===== src/rtl/bellek_hakem.sv =====
// Two-port memory arbiter: a fetch port (read-only) and a data port (read/write)
// share one synchronous-read memory; reads take two cycles, writes one.
module bellek_hakem #(
  parameter int ADRES_BIT    = 32,
  parameter int VERI_BIT     = 32,
  parameter int ONCELIK_VERI = 0
) (
  input  logic                 clk,
  input  logic                 rst,
  input  logic                 g_istek,
  input  logic [ADRES_BIT-1:0] g_adres,
  output logic                 g_hazir,
  output logic [VERI_BIT-1:0]  g_veri,
  output logic                 g_veri_gecerli,
  input  logic                 v_istek,
  input  logic [ADRES_BIT-1:0] v_adres,
  input  logic                 v_yaz,
  input  logic [VERI_BIT-1:0]  v_yaz_veri,
  output logic                 v_hazir,
  output logic [VERI_BIT-1:0]  v_veri,
  output logic                 v_veri_gecerli,
  output logic [ADRES_BIT-1:0] bellek_adres,
  input  logic [VERI_BIT-1:0]  bellek_oku_veri,
  output logic [VERI_BIT-1:0]  bellek_yaz_veri,
  output logic                 bellek_yaz
);

  // state | meaning
  // BOS   | idle, may grant one port this cycle
  // OKU   | read outstanding, memory data returned to registered winner
  typedef enum logic {BOS, OKU} durum_t;

  localparam logic VERI_ONCELIKLI = (ONCELIK_VERI != 0);

  durum_t durum_q, durum_d;
  logic   son_kazanan_q, son_kazanan_d;   // 1 = data port won last grant
  logic   kazanan_q, kazanan_d;           // 1 = data port owns the read in OKU
  logic   g_sec, v_sec;

  // On a tie the data port wins under fixed priority, or when fetch won last.
  always_comb begin
    g_sec = g_istek && !(v_istek && (VERI_ONCELIKLI || !son_kazanan_q));
    v_sec = v_istek && !g_sec;
  end

  always_comb begin
    durum_d         = durum_q;
    son_kazanan_d   = son_kazanan_q;
    kazanan_d       = kazanan_q;
    g_hazir         = 1'b0;
    v_hazir         = 1'b0;
    g_veri_gecerli  = 1'b0;
    v_veri_gecerli  = 1'b0;
    g_veri          = bellek_oku_veri;
    v_veri          = bellek_oku_veri;
    bellek_adres    = '0;
    bellek_yaz_veri = '0;
    bellek_yaz      = 1'b0;
    case (durum_q)
      BOS: begin
        if (!rst && (g_sec || v_sec)) begin
          g_hazir         = g_sec;
          v_hazir         = v_sec;
          bellek_adres    = g_sec ? g_adres : v_adres;
          bellek_yaz_veri = v_yaz_veri;
          bellek_yaz      = v_sec && v_yaz;
          son_kazanan_d   = v_sec;
          kazanan_d       = v_sec;
          if (!(v_sec && v_yaz)) durum_d = OKU;
        end
      end
      OKU: begin
        durum_d = BOS;
        if (!rst) begin
          g_veri_gecerli = !kazanan_q;
          v_veri_gecerli = kazanan_q;
        end
      end
      default: durum_d = BOS;
    endcase
  end

  always_ff @(posedge clk) begin
    if (rst) begin
      durum_q       <= BOS;
      son_kazanan_q <= 1'b1;
      kazanan_q     <= 1'b0;
    end else begin
      durum_q       <= durum_d;
      son_kazanan_q <= son_kazanan_d;
      kazanan_q     <= kazanan_d;
    end
  end

endmodule


===== config.mk =====
export PLATFORM = sky130hd
export DESIGN_NAME = bellek_hakem
export DESIGN_NICKNAME = d
export VERILOG_FILES = /design/src/rtl/bellek_hakem.sv
export SDC_FILE = /design/constraint.sdc
export NUM_CORES = 1
export LEC_CHECK = 0
export BUFFER_PORTS_ARGS = -buffer_cell sky130_fd_sc_hd__buf_2
export CAP_MARGIN = 20
export CORE_AREA = 8 8 97 99
export DETAILED_ROUTE_END_ITERATION = 12
export DIE_AREA = 0 0 105 107
export GPL_TIMING_DRIVEN = 0
export SLEW_MARGIN = 10
export SYNTH_ARGS = -nofsm -noshare
export SYNTH_HDL_FRONTEND = slang
export SYNTH_SLANG_ARGS = --single-unit

===== constraint.sdc =====
create_clock -name clk -period 3.2 [get_ports clk]
set_input_delay 0.64 -clock clk [delete_from_list [all_inputs] [get_ports clk]]
set_output_delay 0.64 -clock clk [all_outputs]
set_load 0.05 [all_outputs]

=== Yosys cells after proc, flatten, opt, wreduce, memory -nomap -nowiden ===
Index checks and enable logic that the tools add are counted.

* Bits in registers: 3
* Input port bits: 133
* Output and inout bits: 133

* Mux-type cells: 18
* Bitwise gates (word level): 1
* Reductions and logical operators: 12

{| class="wikitable"
|+ Operators with widths
! kind !! count
|-
| 32-bit 2-to-1 mux || 5
|-
| 1-bit 2-to-1 mux || 12
|-
| 1-bit logical AND || 5
|-
| 1-bit zero test || 5
|-
| 1-bit case mux with 2 select lines || 1
|-
| 2-bit AND reduction || 1
|-
| 1-bit logical OR || 1
|-
| 1-bit NOT || 1
|}

=== Logic depth before layout (Yosys ltp) ===
Gate-level depths: netlist of run 1.

* Depth in word-level cells: 10
* Depth in mapped cells: 5
* Mapped depth without buffers: 3

=== Worst setup path after synthesis of run 1 ===
Ideal clock, no wire load.

* Kind: input port to output port
* Start: input port v_istek
* End: output port g_hazir
* Data arrival time: 2.078 ns
* Data required time: 2.560 ns
* Path slack: 0.482 ns
* Stages on the path: 4
* Cell sequence: nor2b_4 buf_6 nand2b_1 nor3_1

* Word-level cells in the longest chain between the ends: 9

{| class="wikitable"
|+ RTL lines
! what !! RTL line !! RTL
|-
| from (decl) || 15 || <nowiki>input logic v_istek,</nowiki>
|-
| 1-bit logical AND || 42 || <nowiki>g_sec = g_istek && !(v_istek && (VERI_ONCELIKLI || !son_kazanan_q));</nowiki>
|-
| 1-bit zero test || 42 ||
|-
| 1-bit logical AND || 42 ||
|-
| 1-bit zero test || 43 || <nowiki>v_sec = v_istek && !g_sec;</nowiki>
|-
| 1-bit logical AND || 43 ||
|-
| 1-bit logical OR || 61 || <nowiki>if (!rst && (g_sec || v_sec)) begin</nowiki>
|-
| 1-bit logical AND || 61 ||
|-
| 1-bit 2-to-1 mux * || 61 ||
|-
| 1-bit 2-to-1 mux * || 59 || <nowiki>case (durum_q)</nowiki>
|-
| to (decl) || 12 || <nowiki>output logic g_hazir,</nowiki>
|}

Every way passes the cells marked *; elsewhere a longest branch is shown, timed or not.

=== Final worst setup path of run 1 ===
* Start: input port v_istek
* End: output port bellek_adres[21]

* Word-level cells in the longest chain between the ends: 9

{| class="wikitable"
|+ RTL lines
! what !! RTL line !! RTL
|-
| 1-bit logical AND || 42 ||
|-
| 1-bit zero test || 42 ||
|-
| 1-bit logical AND || 42 ||
|-
| 1-bit zero test || 43 ||
|-
| 1-bit logical AND || 43 ||
|-
| 1-bit logical OR || 61 ||
|-
| 1-bit logical AND || 61 ||
|-
| 32-bit 2-to-1 mux * || 61 ||
|-
| 32-bit 2-to-1 mux * || 59 ||
|-
| to (decl) || 22 || <nowiki>output logic [ADRES_BIT-1:0] bellek_adres,</nowiki>
|}

Marked as above.

==> impl_metrics.json, run 1 <==
{
  "status": "complete, no violations",
  "die_area_mm2": 0.0112,
  "final_cell_area_mm2": 0.00292,
  "syn_nets": 367,
  "layout-drive-gt1-share_pct": 70.0,
  "maxSlewViolCount": 0,
  "p_per_area_mw_per_mm2": 297,
  "required_ns": 2.56,
  "post-cts-setup-buffers": 0,
  "cp-end-kind": "output port",
  "syn_to_final_growth_pct": 84.8,
  "cts-root-buf": "clkbuf_8",
  "fmax_ghz": 0.401,
  "p_leak_nw": 1.72,
  "place_ws_ns": 0.637,
  "drt_first_pass_iters": 7,
  "worst-setup-path-type": "input port to output port",
  "fin_setup_tns_ns": 0,
  "stdcell_count": 576,
  "setup_slack_ns": 0.705,
  "period_needed_ns": 2.49,
  "start_util_pct": 19.9,
  "core_area_mm2": 0.00793,
  "grt_pass1_wl_um": 13400,
  "ioPinCount": 266,
  "worstReg2RegStart": "durum_q",
  "path_cells": "buf_2 -> nor2b_4 -> buf_6 -> buf_2 -> nand3b_1 -> a21oi_1 -> buf_2",
  "cp.arrival_ns": 1.85,
  "syn_area_per_cell_um2": 6.75,
  "dpl.cell_count": 571,
  "via_per_inst": 4.20,
  "ctsResizeCount": 0,
  "setup_viol": 0,
  "hold_violations": 0,
  "dpl-instance-area_mm2": 0.00287,
  "clockBufferDepth": 2,
  "ff2ff_path_depth": 4,
  "netlist_instances": 234,
  "die_w_um": 105,
  "rsz0062_at_grt": "no",
  "worst_path_largest_cell_delay_ns": 0.29,
  "holdWs_ns": 0.485,
  "grt_pass1_vias": 2631,
  "start_kind": "input port",
  "cts_hold_buf": 0,
  "hp-start": "kazanan_q",
  "wl_um": 8890,
  "numCtsBuffers": 3,
  "hp-class": "flop to flop",
  "path_common_cell": "buf_2",
  "h-tree-depth": 1,
  "wl_per_cell_um": 15.4,
  "clk_latency_ns": 0.22,
  "drt-initial-drc-count": 47,
  "gp_congestion": 0.780,
  "io_buffers": 232,
  "vdd_drop_max_mv": 0.158,
  "die_h_um": 107,
  "dpl.hpwl_um": 7800,
  "critPathSlowestCell": "buf_2",
  "vias": 2419,
  "maxCapViolCount": 0,
  "crit_fanout": 10,
  "hold_end": "kazanan_q",
  "fill_cells": 864,
  "synth_area_mm2": 0.00158,
  "gr-total-overflow": 0,
  "antenna_left": 0,
  "grt_max_degree": 11,
  "drc": 0,
  "fin_crit_sh_pct": 78.0,
  "fp-row-count": 33,
  "tightest_slew_ns": 0.474,
  "ys_ff_latch": 3,
  "clock_skew_ns": 0.00376,
  "holdPathStages": 2,
  "cts.sinks": 3,
  "slew_headroom_pct": 68.4,
  "path_clk_slew_ns": 0.03,
  "ys_types": 25,
  "yosys_warnings": 0,
  "r2r_end": "son_kazanan_q",
  "nets": 604,
  "antenna_found_initial": 1,
  "ys_seq_area_share_pct": 3.80,
  "rrSetupSlack_ns": 1.97,
  "cts_tree": "yes",
  "grtUsageTotal_pct": 14.3
}
cell usage in the layout, fill, tap and decap left out, types with 5 or more instances in the layout:
master / netlist / final
buf_6: 5 / 5
buf_4: 64 / 64
and2_1: 32 / 32
a21oi_2: 10 / 10
a21oi_1: 22 / 22
nand3b_1: 32 / 32
clkbuf_2: 6 / 6
o21ai_0: 12 / 12
o21ai_1: 22 / 22
buf_2: 6 / 238
cell type report:
| class | instances | area (um^2) | share of cell area [%] |
|---|---|---|---|
| repair buffers | 232 | 1160 | 39.8 |
| multi-input cells | 144 | 901 | 30.8 |
| plain buffers | 84 | 608 | 20.8 |
| well taps | 105 | 131 | 4.50 |
| flip-flops and latches | 3 | 60.1 | 2.06 |
| clock buffers | 4 | 45.0 | 1.54 |
| inverters | 3 | 11.3 | 0.386 |
| diodes | 1 | 2.50 | 0.0857 |
synth_stat cells, drive strengths merged:
cell,n,area [um^2]
nor2b,1,13.8
nor3,1,5.00
a21oi,32,198
nand2b,2,12.5
a31oi,1,6.26
nor2,3,13.8
buf,78,578
dfxtp,3,60.1
nor3b,1,7.51
nand3,1,5.00
and2,32,200
o21a,1,7.51
inv,3,11.3
nand2,1,3.75
o21ai,35,179
nand3b,32,240
and3b,1,8.76
clkbuf,6,30.0
critical path: cells and delay by family:
kind	cells	cell delay, ns
AOI/OAI and AO/OA	1	0.17
buffers and inverters	4	0.74
and+or+nand+nor	2	0.30
through the flow:
step           util, %  total power [mW]
6_report          36.8             0.868
5_1_grt           36.8             0.918
4_1_cts           36.8             0.877
3_5_place_dp      36.2             0.763
3_3_place_gp      36.2             0.759
2_1_floorplan        -             0.580
layer usage:
metal / GRT usage [%] / vias up / part of all wire [%]
met5: 0 / - / 0
met4: 2.14 / 0 / 0.60
met3: 7.14 / 5 / 13
met2: 27.7 / 153 / 53
met1: 13.4 / 1065 / 34
li1: - / 1196 / -
registers in the layout, indices dropped and copies added (netlist names):
name           cells
durum_q            1
kazanan_q          1
son_kazanan_q      1
kinds of logic (layout without fill, tap and decap cells):
group | after synthesis | count (layout) | synth area share (%)
buffers and inverters | 87 | 323 | 39.2
AND/OR/NAND/NOR | 75 | 75 | 32.3
AO/OA/AOI/OAI | 69 | 69 | 24.7
flip-flops | 3 | 3 | 3.80
other | 0 | 1 | 0
how the worst max path moves through the flow:
stage / startpoint / to
floorplan: v_istek / g_hazir
global placement: v_istek / bellek_adres[21]
detailed placement: g_istek / bellek_adres[21]
CTS: g_istek / bellek_adres[21]
global route: g_istek / bellek_adres[1]
finish: v_istek / bellek_adres[21]
power breakdown:
group          leakage (nW)  total [mW]  switching [mW]  internal, mW
logic                  1.67       0.710           0.489         0.221
registers            0.0250      0.0459         0.00400        0.0419
clock network        0.0228       0.112          0.0267        0.0851
total                  1.72       0.868           0.520         0.348
Note: power is estimated with default switching activity, not from simulation.
==> inputs of run 2 (changes only) <==
--- a/config.mk
+++ b/config.mk
@@ -5,12 +5,14 @@
 export SDC_FILE = /design/constraint.sdc
 export NUM_CORES = 1
 export LEC_CHECK = 0
+export ABC_AREA = 1
 export BUFFER_PORTS_ARGS = -buffer_cell sky130_fd_sc_hd__buf_2
 export CAP_MARGIN = 20
 export CORE_AREA = 8 8 97 99
 export DETAILED_ROUTE_END_ITERATION = 12
 export DIE_AREA = 0 0 105 107
 export GPL_TIMING_DRIVEN = 0
+export PLACE_DENSITY = 0.66
 export SLEW_MARGIN = 10
 export SYNTH_ARGS = -nofsm -noshare
 export SYNTH_HDL_FRONTEND = slang
==> constraint.sdc (replaced) <==
create_clock -name clk -period 2.16 [get_ports clk]
set_input_delay 0.432 -clock clk [delete_from_list [all_inputs] [get_ports clk]]
set_output_delay 0.432 -clock clk [all_outputs]
set_load 0.05 [all_outputs]
==> run 2 against run 1 <==
Via count grew 8.2%. Wire length shrank 6.6%. Global-route usage shrank 1.2 points. Clock-buffer cell count is the same. Synthesized cell count grew 43%. Worst hold slack lost 0.073 ns. Non-clock buffer count grew 1. Die area is the same.
==> impl_metrics.json, run 2 <==
{
  "setup_slack_ns": 0.138,
  "synth_commonest_cells": "nor2_1 (70), inv_1 (69), buf_4 (64)",
  "grt_pass1_vias": 2621,
  "critPathSlowestCell": "buf_2",
  "cts-root-buf": "clkbuf_8",
  "setup_viol": 0,
  "fin_setup_tns_ns": 0,
  "synth_most_common_cell": "nor2_1",
  "holdWs_ns": 0.412,
  "ys_types": 15,
  "dpl-instance-area_mm2": 0.00296,
  "path_cells": "buf_2 -> inv_1 -> nand2_1 -> nor2_4 -> buf_2 -> nand2_1 -> nor2_1 -> buf_2",
  "syn_to_final_growth_pct": 82.0,
  "drt-initial-drc-count": 100,
  "die_h_um": 107,
  "netlist_instances": 334,
  "fill_cells": 897,
  "status": "complete, no violations",
  "ioPinCount": 266,
  "start_util_pct": 21.0,
  "gp_congestion": 0.759,
  "period_needed_ns": 2.02,
  "final_cell_area_mm2": 0.00302,
  "slew_headroom_pct": 71.2,
  "synth_area_mm2": 0.00166,
  "cts_hold_buf": 0,
  "vdd_drop_max_mv": 0.193,
  "numCtsBuffers": 3,
  "yosys_warnings": 0,
  "netlist.area_leader.share_pct": 28.9,
  "crit_fanout": 10,
  "nets": 705,
  "tightest_slew_ns": 0.433,
  "fin_crit_sh_pct": 93.6,
  "vias": 2618,
  "via_per_inst": 3.87,
  "core_area_mm2": 0.00793,
  "hp-class": "input port to flop",
  "hold_violations": 0,
  "final_cell_mix": "buf_2 (242), nor2_1 (70), inv_1 (69)",
  "grtUsageTotal_pct": 13.1,
  "drt_first_pass_iters": 4,
  "diodes": 0,
  "worst-setup-path-type": "input port to output port",
  "cts.sinks": 3,
  "antenna_found_initial": 0,
  "antenna_left": 0,
  "cp-end-kind": "output port",
  "dpl.hpwl_um": 7340,
  "io_buffers": 233,
  "p_leak_nw": 2.14,
  "register_area_um2": 60.1,
  "clockBufferDepth": 2,
  "fp-row-count": 33,
  "synth_top_area_cell": "buf_4",
  "path_clk_slew_ns": 0.03,
  "p_per_area_mw_per_mm2": 439,
  "fmax_ghz": 0.495,
  "cp.arrival_ns": 1.59,
  "stdcell_count": 676,
  "syn_nets": 467,
  "synth_ff_type": "dfxtp_1",
  "die_area_mm2": 0.0112,
  "grt_max_degree": 11,
  "h-tree-depth": 1,
  "ys_ff_latch": 3,
  "multi_input_area_um2": 766,
  "wl_um": 8300,
  "syn_area_per_cell_um2": 4.97,
  "wl_per_cell_um": 12.3,
  "synth_edf_count": 0,
  "worst_path_largest_cell_delay_ns": 0.27,
  "post-cts-setup-buffers": 0,
  "die_w_um": 105,
  "rsz0062_at_grt": "no",
  "grt_pass1_wl_um": 12600,
  "maxSlewViolCount": 0,
  "top_regs": "durum_q (1), kazanan_q (1), son_kazanan_q (1)",
  "dpl.cell_count": 672,
  "power_mw": 1.33,
  "required_ns": 1.73,
  "async_reset_ff_share_pct": 0,
  "layout-drive-gt1-share_pct": 55.7,
  "final_util_pct": 38.1,
  "synth_area_leaders": "buf_4 (29%), nor2_1 (16%), inv_1 (16%)",
  "cts_tree": "yes",
  "ys_seq_area_share_pct": 3.61,
  "start_kind": "input port",
  "clk_latency_ns": 0.22,
  "maxCapViolCount": 0,
  "place_ws_ns": 0.0413,
  "clock_skew_ns": 0.00130,
  "drc": 0,
  "gr-total-overflow": 0,
  "final_common_cell": "buf_2",
  "path_common_cell": "buf_2"
}
[run 2: cell types whose count changed in the layout (fill, tap and decap cells not counted), moves of 10 or more]
| cell | before | now |
|---|---|---|
| a21oi_1 | 22 | 33 |
| a21oi_2 | 10 | 0 |
| and2_1 | 32 | 0 |
| inv_1 | 3 | 69 |
| nand2_1 | 1 | 37 |
| nand3_1 | 1 | 32 |
| nand3b_1 | 32 | 0 |
| nor2_1 | 2 | 70 |
| o21ai_0 | 12 | 2 |
| o21ai_1 | 22 | 1 |
[run 2: what timing repair did]
action | 4_1_cts | 5_1_grt
resized for setup | 0 | 8
endpoints found under the hold margin | 0 | 0
endpoints found under the setup margin | 0 | 24
[run 2: cell families (layout without fill, tap and decap cells)]
logic type,Yosys count,after routing,share of synthesized area [%]
AOI/OAI and AO/OA,37,37,11.3
buffers and inverters,153,390,50.3
DFF,3,3,3.61
and+or+nand+nor,141,141,34.8
[run 2: final timing paths]
path	to	depth (start not counted)	slack, ns	start
worst max register to register	kazanan_q	4	1.30	durum_q
worst max-delay path	bellek_adres[1]	8	0.14	rst
worst min register to register	kazanan_q	2	0.52	kazanan_q
worst min-delay path	durum_q	2	0.41	v_yaz
[run 2: final cells by class]
type | instances | area share [%]
multi-input cells | 178 | 25.3
plain buffers | 84 | 19.3
clock buffers | 4 | 1.49
well taps | 105 | 4.34
inverters | 69 | 8.56
flip-flops and latches | 3 | 1.99
repair buffers | 233 | 39.0
[run 2: worst max-delay path, delay by kind of cell]
family                 cells  cell delay [ns]
buffers and inverters      4             0.70
AND/OR/NAND/NOR            4             0.44
[run 2: per-layer routing]
layer	routed length, um	track usage [%]
met1	3070	13.2
met2	4430	25.9
met3	730	3.54
met4	75	3.06
met5	0	0
[run 2: power by group]
group | switching, mW | internal (mW)
registers | 0.00334 | 0.0620
logic | 0.777 | 0.319
clock network | 0.0400 | 0.126
total | 0.820 | 0.507
==> inputs of run 3 (changes only) <==
--- a/config.mk
+++ b/config.mk
@@ -13,6 +13,7 @@
 export DIE_AREA = 0 0 105 107
 export GPL_TIMING_DRIVEN = 0
 export PLACE_DENSITY = 0.66
+export RECOVER_POWER = 50
 export SLEW_MARGIN = 10
 export SYNTH_ARGS = -nofsm -noshare
 export SYNTH_HDL_FRONTEND = slang
==> run 3 against run 2 <==
Worst hold slack about the same. Sequential share of layout area up 0.054 points. Non-clock buffer count unchanged. Design area decreased by 2.6%. Via count grew 0.15%. Critical endpoint is now bellek_adres[15]. Largest cell class unchanged.
==> impl_metrics.json, run 3 (synthesis gave the netlist of run 2 again) <==
{
  "die_h_um": 107,
  "dpl.cell_count": 672,
  "start_kind": "input port",
  "slew_headroom_pct": 58.8,
  "hold_violations": 0,
  "register_area_um2": 60.1,
  "antenna_left": 0,
  "holdWs_ns": 0.412,
  "gp_congestion": 0.759,
  "layout-drive-gt1-share_pct": 44.5,
  "hp-class": "input port to flop",
  "multi_input_area_um2": 766,
  "numCtsBuffers": 3,
  "wl_um": 8330,
  "rrSetupSlack_ns": 1.30,
  "path_clk_slew_ns": 0.03,
  "vdd_drop_max_mv": 0.193,
  "fill_cells": 940,
  "use_met2_pct": 25.9,
  "maxCapViolCount": 0,
  "fp-row-count": 33,
  "nets": 705,
  "fin_crit_sh_pct": 93.8,
  "h-tree-depth": 1,
  "rsz0062_at_grt": "no",
  "grtUsageMet3_pct": 3.54,
  "core_area_mm2": 0.00793,
  "vias": 2622,
  "stdcell_count": 676,
  "final_common_cell": "buf_2",
  "ioPinCount": 266,
  "clock_skew_ns": 0.00130,
  "required_ns": 1.73,
  "wl_per_cell_um": 12.3,
  "gr-total-overflow": 0,
  "diodes": 0,
  "worst-setup-path-type": "input port to output port",
  "setup_viol": 0,
  "antenna_found_initial": 0,
  "start_util_pct": 21.0,
  "drt_first_pass_iters": 4,
  "fmax_ghz": 0.494,
  "grt_max_degree": 11,
  "die_area_mm2": 0.0112,
  "cts_tree": "yes",
  "die_w_um": 105,
  "cts_hold_buf": 0,
  "ctsResizeCount": 0,
  "tightest_slew_ns": 0.620,
  "syn_to_final_growth_pct": 77.2,
  "grt_busiest_layer": "met2",
  "cp-end-kind": "output port",
  "via_per_inst": 3.88,
  "grt_pass1_wl_um": 12600,
  "post-cts-setup-buffers": 0,
  "status": "complete, no violations",
  "top_regs": "durum_q (1), kazanan_q (1), son_kazanan_q (1)",
  "clockBufferDepth": 2,
  "maxSlewViolCount": 0,
  "cp.arrival_ns": 1.59,
  "cts-root-buf": "clkbuf_8",
  "fin_setup_tns_ns": 0,
  "grt_pass1_vias": 2621,
  "dpl.hpwl_um": 7340,
  "io_buffers": 233,
  "use_met1_pct": 13.2,
  "final_cell_mix": "buf_2 (178), nor2_1 (70), inv_1 (69)",
  "p_leak_nw": 1.97,
  "p_per_area_mw_per_mm2": 445,
  "period_needed_ns": 2.03,
  "drc": 0,
  "crit_fanout": 10,
  "cts.sinks": 3,
  "grtUsageTotal_pct": 13.1,
  "clk_latency_ns": 0.22,
  "drt-initial-drc-count": 102
}
## run 3: critical path, stage by stage
cell and delay [ns]:
buf_2 0.12, inv_1 0.06, nand2_1 0.10, nor2_4 0.16, buf_2 0.25, nand2_1 0.08
nor2_1 0.11, buf_2 0.28
## run 3: final timing paths
path / startpoint / endpoint / cells after the start
max: rst / bellek_adres[15] / 8
min: v_yaz / durum_q / 2
max reg2reg: durum_q / kazanan_q / 4
min reg2reg: kazanan_q / kazanan_q / 2
## run 3: area by class of cell
type                       count  share of cell area [%]
buffer                        84                    19.8
clock buffer                   4                    1.53
inverter                      69                    8.80
multi-input combinational    178                    26.0
sequential                     3                    2.04
tap                          105                    4.46
timing repair buffer         233                    37.3
## run 3: routing by layer
metal / vias to the layer above / wire length (um)
li1: 1395 / -
met1: 1099 / 3120
met2: 122 / 4420
met3: 6 / 713
met4: 0 / 75
met5: - / 0
## run 3: where the power goes
group | switching, mW | internal, mW | leakage [nW] | total (mW)
registers | 0.00334 | 0.0620 | 0.0250 | 0.0654
logic | 0.779 | 0.301 | 1.92 | 1.08
clock network | 0.0400 | 0.126 | 0.0228 | 0.166
## run 3: per-stage QoR
step                      power [mW]  util [%]  setup WS, ns  cell area (um^2)
after detailed placement        1.16      37.3        0.0413              2960
final                           1.31      37.1         0.134              2940
after global routing            1.39      37.1      0.000565              2940
after CTS                       1.33      37.9       0.00803              3000
after global placement          1.16      37.3        0.0586              2960
after floorplan                0.886         -         0.128              1660
